===== config.mk =====
export PLATFORM = sky130hd
export DESIGN_NAME = issue_scoreboard
export DESIGN_NICKNAME = d
export VERILOG_FILES = /design/src/rtl/issue_scoreboard.sv
export SDC_FILE = /design/constraint.sdc
export NUM_CORES = 1
export LEC_CHECK = 0
export CORE_MARGIN = 2
export CORE_UTILIZATION = 60
export DETAILED_ROUTE_END_ITERATION = 10
export GPL_ROUTABILITY_DRIVEN = 0
export PLACE_DENSITY = 0.86
export SLEW_MARGIN = 20
export SYNTH_ARGS = -nofsm -noshare
export SYNTH_HDL_FRONTEND = slang
export SYNTH_SLANG_ARGS = --single-unit

===== constraint.sdc =====
create_clock -name clk_in -period 6.5 [get_ports clk_in]
set_clock_uncertainty 0.05 [all_clocks]
set_input_delay 0.975 -clock clk_in [delete_from_list [all_inputs] [get_ports clk_in]]
set_output_delay 0.975 -clock clk_in [all_outputs]
set_load 0.01 [all_outputs]

===== src/rtl/issue_scoreboard.sv =====
// Issue-stage scoreboard: per-register write-pending bits, RAW/WAW/in-flight-limit stall, registered issue stage.
// Latency: 1 cycle from decoder accept to issue_valid_out; pending bit and in-flight count update at accept.
// Backpressure: dec_ready_out drops on hazard, flush, or a held issue slot that execute is not taking.
// Optional feature macro: WB_BYPASS_EN (same-cycle writeback clears the hazard for that register).
module issue_scoreboard #(
  parameter int REG_ADDR_WIDTH = 5,
  parameter int MAX_INFLIGHT   = 4,
  parameter int CNT_WIDTH      = 4
) (
  input  logic                      clk_in,
  input  logic                      rst_n_in,
  input  logic                      dec_valid_in,
  output logic                      dec_ready_out,
  input  logic                      read_a_in,
  input  logic [REG_ADDR_WIDTH-1:0] src_a_in,
  input  logic                      read_b_in,
  input  logic [REG_ADDR_WIDTH-1:0] src_b_in,
  input  logic                      write_in,
  input  logic [REG_ADDR_WIDTH-1:0] dest_in,
  output logic                      issue_valid_out,
  input  logic                      issue_ready_in,
  output logic [REG_ADDR_WIDTH-1:0] issue_dest_out,
  output logic                      issue_write_out,
  input  logic                      wb_valid_in,
  input  logic [REG_ADDR_WIDTH-1:0] wb_addr_in,
  input  logic                      flush_in,
  output logic [CNT_WIDTH-1:0]      inflight_out,
  output logic                      wb_err_out
);

  localparam int NUM_REGS = 2**REG_ADDR_WIDTH;
  localparam logic [CNT_WIDTH-1:0] MAX_CNT = CNT_WIDTH'(MAX_INFLIGHT);

  logic [NUM_REGS-1:0]       pending_q, pending_d;
  logic [NUM_REGS-1:0]       hz_pending;
  logic [NUM_REGS-1:0]       wb_onehot;
  logic [CNT_WIDTH-1:0]      inflight_q, inflight_d;
  logic                      issue_valid_q, issue_valid_d;
  logic [REG_ADDR_WIDTH-1:0] issue_dest_q, issue_dest_d;
  logic                      issue_write_q, issue_write_d;
  logic                      wb_err_q, wb_err_d;

  logic wb_nz, dest_nz, hazard, stage_free, fire, set_en, clr_en;

  assign wb_nz   = wb_valid_in & (wb_addr_in != '0);
  assign dest_nz = dest_in != '0;

  // One-hot of the register being written back (r0 writebacks never match anything).
  always_comb begin
    wb_onehot = '0;
    if (wb_nz) wb_onehot[wb_addr_in] = 1'b1;
  end

`ifdef WB_BYPASS_EN
  // A register completing writeback this cycle no longer blocks a dependent instruction.
  assign hz_pending = pending_q & ~wb_onehot;
`else
  assign hz_pending = pending_q;
`endif

  // r0 is never pending, so reads/writes of r0 fall out of the lookups naturally.
  assign hazard = (read_a_in & hz_pending[src_a_in])
                | (read_b_in & hz_pending[src_b_in])
                | (write_in  & hz_pending[dest_in])
                | (write_in  & dest_nz & (inflight_q == MAX_CNT));

  assign stage_free    = ~issue_valid_q | issue_ready_in;
  assign dec_ready_out = ~hazard & ~flush_in & stage_free;
  assign fire          = dec_valid_in & dec_ready_out;
  assign set_en        = fire & write_in & dest_nz;
  assign clr_en        = wb_nz & pending_q[wb_addr_in];

  // Pending bits and in-flight count: clear on writeback, set on accept; set applied last so it wins.
  always_comb begin
    pending_d = pending_q;
    if (clr_en) pending_d[wb_addr_in] = 1'b0;
    if (set_en) pending_d[dest_in] = 1'b1;
    pending_d[0] = 1'b0;
    inflight_d = inflight_q;
    case ({set_en, clr_en})
      2'b10:   inflight_d = inflight_q + CNT_WIDTH'(1);
      2'b01:   inflight_d = inflight_q - CNT_WIDTH'(1);
      default: inflight_d = inflight_q;
    endcase
    // Writeback to a register with nothing in flight is a protocol error; sticky until reset.
    wb_err_d = wb_err_q | (wb_nz & ~pending_q[wb_addr_in]);
  end

  // Issue output stage: load on accept, drain on handshake, drop on flush, otherwise hold.
  always_comb begin
    issue_valid_d = issue_valid_q;
    issue_dest_d  = issue_dest_q;
    issue_write_d = issue_write_q;
    if (flush_in) begin
      issue_valid_d = 1'b0;
    end else if (fire) begin
      issue_valid_d = 1'b1;
      issue_dest_d  = dest_in;
      issue_write_d = write_in;
    end else if (issue_ready_in) begin
      issue_valid_d = 1'b0;
    end
  end

  // State registers.
  always_ff @(posedge clk_in or negedge rst_n_in) begin
    if (!rst_n_in) begin
      pending_q     <= '0;
      inflight_q    <= '0;
      issue_valid_q <= 1'b0;
      issue_dest_q  <= '0;
      issue_write_q <= 1'b0;
      wb_err_q      <= 1'b0;
    end else begin
      pending_q     <= pending_d;
      inflight_q    <= inflight_d;
      issue_valid_q <= issue_valid_d;
      issue_dest_q  <= issue_dest_d;
      issue_write_q <= issue_write_d;
      wb_err_q      <= wb_err_d;
    end
  end

  assign issue_valid_out = issue_valid_q;
  assign issue_dest_out  = issue_dest_q;
  assign issue_write_out = issue_write_q;
  assign inflight_out    = inflight_q;
  assign wb_err_out      = wb_err_q;

endmodule


==> run summary <==
Vias in the first global route = 3007
Crit Path Class = input port to flop
Cell Area, Synth = 0.00321 mm2
Area contributors post-synth = dfrtp_1 (33%), mux4_2 (15%), o31ai_1 (11%)
Period Utilization, post-route = 79.5%
PwrDens = 231 mW/mm2
DRC viols = 0
Routed wire length = 9460 um
Largest net degree at the start of global routing = 44
Row cnt = 26
Htree depth = 2
Top Ports = 42
Mapped Cells = 300
Max-Cap Viols = 0
Global route overflow = 0
Worst skew pair latency = 0.30 ns
RSZ-0062 raised after global routing = false
Final ANT Viol Nets = 0
FF/Latch Area = 0.00108 mm2
Initial drt markers = 587
Antenna cell count = 0
Tmin final = 5.17 ns
Full die area = 0.00596 mm2
Max Clk Rate = 193 MHz
Total number of vias = 2973
Final Max Tran Viols = 0
Fin nets = 355
Post-synth ARST share = 100%
Max transition margin = 35.2%
# clock sinks = 43
P&R area growth vs syn = 14.8%
Outcome = finished clean
Fillers = 414
Setup crit start kind = input port
WP data required = 6.64 ns
Starting density of the core = 62.5%
Critical Path Sink Type = flop
Port Buf Inserts = 41
Clock-pin slew on the worst setup and hold paths = 0.08 ns
WP data arrival = 5.31 ns
Main synth FF type = dfrtp_1
Drt first pass iters = 6
CTS tree = yes
Yosys cell types = 53
Leakage = 0.00142 uW
Clock Path Buffers = 2
Pre-CTS WS = 1.07 ns
Synth Register Bits = 43
DR WL/cell = 24.0 um
Setup TNS = 0 ns
Worst VDD drop = 0.000183 V
Worst Tran Pin Value = 0.972 ns
Yosys warnings = 0
Clock Tree Root = clkbuf_8
Initial antenna violation count = 0
Worst Slack Setup Final = 1.33 ns
Worst min path class = flop to flop
Synth area leader = dfrtp_1
CTS hold repair buffers = 0
Global-route wire length before repair = 15400 um
HPWL after DPL = 6530 um
Post_cts resized = 0
Final Hold Vio Count = 0
Via density = 7.55
Top cell type's share of synthesized area = 33.5%
Die height = 77.2 um
Final setup viols = 0
Register area share after synthesis = 33.5%
Syn_nets = 332
Post-synth EDFFs = 0
Core area = 0.00514 mm2
Die width = 77.2 um
Syn avg cell area = 10.7 um2
Area of the multi-input gates = 0.00197 mm2
Global router's overall resource usage = 33.5%
CTS buffer count = 5
CP max FO = 39
Layout cells sized above 1 = 15.4%
Post-layout util = 71.8%
Number of setup buffers added after CTS = 0
[routing by layer]
metal	up-vias	track usage, %	wire length (um)
met5	-	2.73	0
met4	0	14.1	350
met3	53	11.2	1310
met2	255	51.5	4340
met1	1409	43.5	3460
li1	1256	-	-
[cell type report]
| type | instances | area share [%] |
|---|---|---|
| inverter | 10 | 1.02 |
| tap | 70 | 2.37 |
| timing repair buffer | 43 | 11.4 |
| clock buffer | 7 | 2.34 |
| clock inverter | 1 | 0.237 |
| sequential | 43 | 29.2 |
| multi-input combinational | 220 | 53.5 |
[placed cells by master, fill, tap and decap left out, drive strengths merged, types with 5 or more instances in the layout]
cell type,synthesis,layout
nand3b,9,9
nand2b,5,5
dfrtp,43,43
clkbuf,17,7
mux2,10,10
o21ai,5,5
nor2b,8,8
clkdlybuf4s50,0,40
mux2i,19,19
nor2,10,10
nand2,15,15
o31ai,47,47
o41ai,13,13
inv,10,10
mux4,21,21
nand3,5,5
[where the power goes]
| group | leakage, uW | internal, uW | switching [uW] |
|---|---|---|---|
| clock network | 0.0000484 | 87.1 | 92.7 |
| registers | 0.000550 | 315 | 65.4 |
| logic | 0.000826 | 160 | 133 |
| total | 0.00142 | 562 | 292 |
[through the flow]
stage | hold slack (ns) | power [uW] | instance area [um2] | std cells
6_report | 0.430 | 854 | 3690 | 394
5_1_grt | 0.487 | 896 | 3690 | 394
4_1_cts | 0.430 | 850 | 3690 | 394
3_5_place_dp | 0.413 | 672 | 3590 | 386
3_3_place_gp | 0.410 | 662 | 3590 | 386
2_1_floorplan | 0.453 | 541 | 3210 | 300
[worst paths after layout]
kind                           startpoint           endpoint  slack, ns  cells past startpoint
max                            dest_in[1]    inflight_out[2]       1.33                     15
min                            wb_err_out         wb_err_out       0.43                      2
max reg2reg                hz_pending[15]    inflight_out[2]       2.48                     14
min reg2reg                    wb_err_out         wb_err_out       0.43                      2
max in group asynchronous        rst_n_in     hz_pending[17]       5.03                      1
min in group asynchronous        rst_n_in  issue_dest_out[3]       0.78                      1
[logic make-up after synthesis]
family / count (synthesis) / synth area share (%)
buffers and inverters: 37 / 5.25
DFF: 43 / 33.5
muxes: 50 / 24.3
AOI/OAI and AO/OA: 92 / 21.9
and+or+nand+nor: 70 / 12.6
xor gates and xnor gates: 5 / 1.36
adders and majority gates: 3 / 1.17
[critical path, stage by stage]
cell and delay, ns:
clkdlybuf4s50_1 1.07, mux2i_1 0.26, o21ai_1 0.07, o32a_1 0.31
o41ai_1 0.39, nand2_1 0.13, or3b_4 0.60, or2_2 0.37
ha_1 0.25, xor2_1 0.16, ha_1 0.18, a21oi_1 0.14
xor2_1 0.17, nor2_1 0.07, xor2_1 0.14
[registers in the layout, indices dropped and copies added, names as in the netlist]
register         cells
inflight_out         4
hz_pending          31
issue_write_out      1
wb_err_out           1
issue_valid_out      1
issue_dest_out       5
[synth_stat cells, drive strengths merged (2+ instances only)]
master / instances
or3b: 3
clkbuf: 17
o32ai: 3
o211ai: 3
ha: 3
nor2b: 8
o41ai: 13
mux2i: 19
nand2: 15
xor2: 4
o21ai: 5
inv: 10
nor2: 10
a2111oi: 2
nor4: 3
mux4: 21
or2: 2
a211oi: 3
buf: 10
and3: 2
a21oi: 2
dfrtp: 43
nand3: 5
nand3b: 9
o31ai: 47
o22ai: 4
nand2b: 5
mux2: 10
Power figures use the tool's default switching activity.
